$ cat config.mk
export PLATFORM = sky130hd
export DESIGN_NAME = game_state_ctrl
export DESIGN_NICKNAME = d
export VERILOG_FILES = /design/src/rtl/game_state_ctrl.sv
export SDC_FILE = /design/constraint.sdc
export NUM_CORES = 1
export LEC_CHECK = 0
export BUFFER_PORTS_ARGS = -buffer_cell sky130_fd_sc_hd__buf_2
export CORE_MARGIN = 3
export CORE_UTILIZATION = 48
export CTS_BUF_LIST = sky130_fd_sc_hd__clkbuf_16
export DETAILED_ROUTE_END_ITERATION = 16
export PLACE_DENSITY = 0.76
export SETUP_SLACK_MARGIN = 0.15
export SYNTH_ARGS = -nofsm -noshare
export SYNTH_HDL_FRONTEND = slang
export SYNTH_SLANG_ARGS = --single-unit
$ cat constraint.sdc
create_clock -name clk_2ms -period 2.59 [get_ports clk_2ms]
set_input_delay 0.1295 -clock clk_2ms [delete_from_list [all_inputs] [get_ports clk_2ms]]
set_output_delay 0.1295 -clock clk_2ms [all_outputs]
set_load 0.03 [all_outputs]
$ cat src/rtl/game_state_ctrl.sv
// Game-flow FSM (READY/PLAY/DEAD) with flap debounce, collision detect and high score.
// Flap pulse lags a clean press by 2+DEB_TICKS ticks; state/collide update one tick after the sampled event; no backpressure.
module game_state_ctrl #(
  parameter int unsigned slot_width   = 60,
  parameter int unsigned slot_height  = 100,
  parameter int unsigned bird_HPos    = 320,
  parameter int unsigned bird_Xwidth  = 34,
  parameter int unsigned bird_Yheight = 24,
  parameter int unsigned screen_H     = 480,
  parameter int unsigned DEB_TICKS    = 5,
  parameter int unsigned DEAD_HOLD    = 500
) (
  input  logic       clk_2ms,
  input  logic       rst_n,
  input  logic       btn_flap,
  input  logic [9:0] pip_X,
  input  logic [8:0] pip_Y,
  input  logic [8:0] bird_Y,
  input  logic [7:0] score,
  output logic [1:0] state,
  output logic       flap,
  output logic       collide,
  output logic [7:0] hi_score
);

  localparam int DW = $clog2(DEB_TICKS + 1);
  localparam int HW = $clog2(DEAD_HOLD + 1);
  localparam logic [DW-1:0] DEB_LAST = DW'(DEB_TICKS - 1);
  localparam logic [HW-1:0] HOLD_MAX = HW'(DEAD_HOLD);

  localparam logic [10:0] XO_LO = 11'(bird_HPos - bird_Xwidth);
  localparam logic [10:0] XO_HI = 11'(bird_HPos + slot_width);
  localparam logic [10:0] GAP_H = 11'(slot_height);
  localparam logic [10:0] BIRD_H = 11'(bird_Yheight);
  localparam logic [10:0] GROUND = 11'(screen_H);

  typedef enum logic [1:0] {
    READY   = 2'd0,
    PLAY    = 2'd1,
    DEAD    = 2'd2,
    ILLEGAL = 2'd3
  } state_t;

  state_t          cur_state;
  state_t          nxt_state;
  logic            go_dead;
  logic            sync1;
  logic            sync2;
  logic            db_level;
  logic [DW-1:0]   db_cnt;
  logic [HW-1:0]   hold;
  logic [10:0]     px;
  logic [10:0]     py;
  logic [10:0]     by;
  logic            xo;
  logic            in_gap;
  logic            hit;

  always_ff @(posedge clk_2ms) begin
    if (!rst_n) begin
      sync1    <= 1'b0;
      sync2    <= 1'b0;
      db_level <= 1'b0;
      db_cnt   <= '0;
      flap     <= 1'b0;
    end else begin
      sync1 <= btn_flap;
      sync2 <= sync1;
      flap  <= 1'b0;
      if (sync2 == db_level) begin
        db_cnt <= '0;
      end else if (db_cnt == DEB_LAST) begin
        db_level <= ~db_level;
        db_cnt   <= '0;
        flap     <= ~db_level;
      end else begin
        db_cnt <= db_cnt + 1'b1;
      end
    end
  end

  // Gap-top test is rearranged as by+height >= py so a small pip_Y cannot underflow.
  assign px     = {1'b0, pip_X};
  assign py     = {2'b00, pip_Y};
  assign by     = {2'b00, bird_Y};
  assign xo     = (px > XO_LO) && (px < XO_HI);
  assign in_gap = (by + GAP_H >= py) && (by + BIRD_H <= py);
  assign hit    = (xo && !in_gap) || (by + BIRD_H >= GROUND) || (bird_Y == '0);

  always_comb begin
    nxt_state = cur_state;
    go_dead   = 1'b0;
    case (cur_state)
      READY: if (flap) nxt_state = PLAY;
      PLAY: begin
        if (hit) begin
          nxt_state = DEAD;
          go_dead   = 1'b1;
        end
      end
      DEAD: if (flap && (hold == HOLD_MAX)) nxt_state = READY;
      default: nxt_state = READY;
    endcase
  end

  always_ff @(posedge clk_2ms) begin
    if (!rst_n) begin
      cur_state <= READY;
      hold      <= '0;
      collide   <= 1'b0;
      hi_score  <= '0;
    end else begin
      cur_state <= nxt_state;
      collide   <= go_dead;
      if (go_dead && (score > hi_score)) hi_score <= score;
      if ((cur_state == DEAD) && (nxt_state == DEAD)) begin
        if (hold != HOLD_MAX) hold <= hold + 1'b1;
      end else begin
        hold <= '0;
      end
    end
  end

  assign state = cur_state;

endmodule

==> out/results.txt <==
Status: finished, final reports clean
Async set-reset flop share out of synthesis: 0
First-pass GRT wire length: 7170 um
Port bufs: 50
Die X: 70.7 um
Most common cell in the synthesized netlist: ha_1
Net Count, Synth: 315
Max Cap Violations: 0
Worst endpoint data arrival time: 2.54 ns
# diodes: 0
Worst Skew: 0.00382 ns
Fmax: 425 MHz
Crit share post-route: 0.908
Clock sinks: 27
Cells on Worst Hold Path: 2
RSZ-0062 raised after global routing: true
Synth top area share: 0.269
Placed Instances: 347
Leakage: 1.15 nW
CP peak stage delay: 0.35 ns
Worst-Margin Slew: 0.485 ns
Mean Syn Cell Area: 8.24 um^2
Multi-input gate area: 1370 um^2
Filler cell count: 323
Hold endpoint: sync1
Fin crit period: 2.35 ns
DRT Pass-1 Iters: 4
Global Route Usage Sum: 0.171
Worst r2r src: hi_score[3]
WP data required: 2.78 ns
# setup viols final: 0
Post-synthesis simple-gate area fraction: 0.205
Multiplexer area fraction after synthesis: 0.0498
Clk_lat worst skew: 0.26 ns
Final Util: 0.657
Top cells by count, synth: ha_1 (32), nand2_1 (31), dfxtp_1 (27), inv_1 (27), nor2_1 (22)
Synth top area cells: dfxtp_1 (27%), ha_1 (20%), nand2_1 (5.8%)
Crit path cell chain: buf_8 -> ha_4 -> a211oi_4 -> xnor2_1 -> ha_1 -> a21o_1 -> a2111oi_4 -> o31ai_1 -> a211o_1 -> a21oi_4 -> buf_12 -> mux2i_1
Fin cells: 352
Crit-path slowest cell: a211o_1
Post-Place Setup Slack: -0.0852 ns
Grt ovf: 0
Synth Register Bits: 27
Post-Synth XOR/XNOR Area: 0.0697
Setup ws final: 0.239 ns
Initial antenna violation count: 0
Synth Flop Type: dfxtp_1
Yosys warns: 0
Die Span Y: 70.7 um
Htree depth: 1
Die area: 5000 um^2
Fraction of layout cells with a size suffix above 1: 0.243
Placeable Area: 3850 um^2
# IOs: 51
WL/cell: 12.4 um
Post-route ant nets: 0
Nature of the critical path endpoint: flip-flop
Cell count after synthesis: 244
Hold WC Path Type: input port to flip-flop
Slew Viols, Final: 0
EDFF count, synth: 0
Hold-fix buffers, CTS: 0
Cell accounting for the most synthesized area: dfxtp_1
Main combinational cell family by area after synthesis: simple AND/OR/NAND/NOR gates
Post-synthesis sequential area ratio: 0.269
Post-synthesis compound-gate area fraction: 0.141
Sequential cell area: 541 um^2
DRT iter0 DRCs: 67
Post-synth cell types: 41
Reg clk slew, reported paths: 0.07 ns
Reg2Reg Setup Slack: 0.71 ns
Num CTS Buffers: 3
CTS tree: built
Vias: 1837
Critical path's top delay family: compound AO/OA/AOI/OAI gates
Row count: 22
Buf/Inv on CP: 2
Post-Route WL: 4380 um
Initial Util: 0.522
Reg2Reg Depth: 9
Synthesized area: 2010 um^2
CP max FO: 8
CP startpoint kind: input port
Post-route DRC: 0
Max IR drop VDD: 0.341 mV
Root buffer cell: clkbuf_16
Crit Reg-Reg Endpoint: hi_score[2]
Largest net degree at the start of global routing: 25
Power, Total: 0.998 mW
Power Density: 394 nW/um^2
Worst slew margin: 0.672
Routability congestion estimate: 0.847
CTS Buffer Depth: 2
Adder-Cell Fraction of Synth Area: 0.199
Vias in the first global route: 1737
Beginning of the worst hold path: btn_flap
Critical path class: input port to flip-flop
Final #Nets: 376
Via/cell ratio: 5.22
Area Growth Syn to Fin: 25.9%
Fin. Hold Viols: 0
Post-DP HPWL: 3610 um
## flip-flops by register name, summed over array words and instances (netlist names)
name      cells
hold          9
hi_score      8
db_cnt        3
state         2
collide       1
db_level      1
flap          1
sync1         1
sync2         1
## repair_timing
| item | in CTS | in global routing |
|---|---|---|
| setup buffers | 0 | 1 |
| gates resized for setup | 0 | 12 |
| setup endpoints to repair | 0 | 8 |
## layer usage
layer / share of wire / up-vias / GRT usage / wire [um]
met5: 0 / - / 0 / 0
met4: 0.0046 / 0 / 0.0480 / 20
met3: 0.059 / 2 / 0.0298 / 258
met2: 0.47 / 52 / 0.303 / 2070
met1: 0.46 / 828 / 0.213 / 2030
li1: - / 955 / - / -
## cells in the final DEF (no fill, tap or decap), drive strengths merged, types with 5 or more instances in the layout
cell type | synthesis | routed
buf | 3 | 62
ha | 32 | 32
nand2 | 31 | 31
inv | 27 | 27
dfxtp | 27 | 27
nor2 | 22 | 22
a21oi | 12 | 12
mux2i | 10 | 10
nand3 | 9 | 9
xor2 | 8 | 8
xnor2 | 8 | 8
o21ai | 5 | 5
## cell families after synthesis
kind of cell    count (synthesis)
compound gates                 38
xor+xnor                       16
fa+ha+maj                      32
buf+inv                        33
flops                          27
mux                            10
simple gates                   88
## layout make-up
class | instances | area share
Inverter | 27 | 0.0400
Sequential cell | 27 | 0.214
Multi-Input combinational cell | 184 | 0.543
Tap cell | 48 | 0.0237
Clock buffer | 3 | 0.0297
Timing Repair Buffer | 62 | 0.147
Clock inverter | 1 | 0.00297
## metrics by stage
stage	TNS, ns	area [um^2]	hold slack (ns)
2_1_floorplan	0	2020	0.257
3_5_place_dp	-0.583	2390	0.341
5_1_grt	0	2530	0.0803
3_3_place_gp	-0.000541	2390	0.338
4_1_cts	0	2470	0.0703
6_report	0	2530	0.0726
## worst max-delay path by stage
| stage | cells after the start | slack (ns) | from | to |
|---|---|---|---|---|
| floorplan | 13 | 0.16 | bird_Y[2] | hi_score[0] |
| global placement | 12 | -0.0005 | bird_Y[3] | hi_score[6] |
| detailed placement | 12 | -0.09 | bird_Y[3] | hi_score[5] |
| CTS | 15 | 0.18 | bird_Y[3] | hi_score[5] |
| global route | 14 | 0.10 | bird_Y[2] | hi_score[4] |
| finish | 12 | 0.24 | bird_Y[3] | hi_score[2] |
## report_power, final
group	leakage [nW]	total [mW]	internal (mW)	switching [mW]
Sequential	0.218	0.418	0.417	0.00110
Combinational	0.891	0.225	0.112	0.113
Clock	0.0371	0.355	0.210	0.145
Total	1.15	0.998	0.739	0.259
No activity file was read; power rests on OpenSTA's default activity.
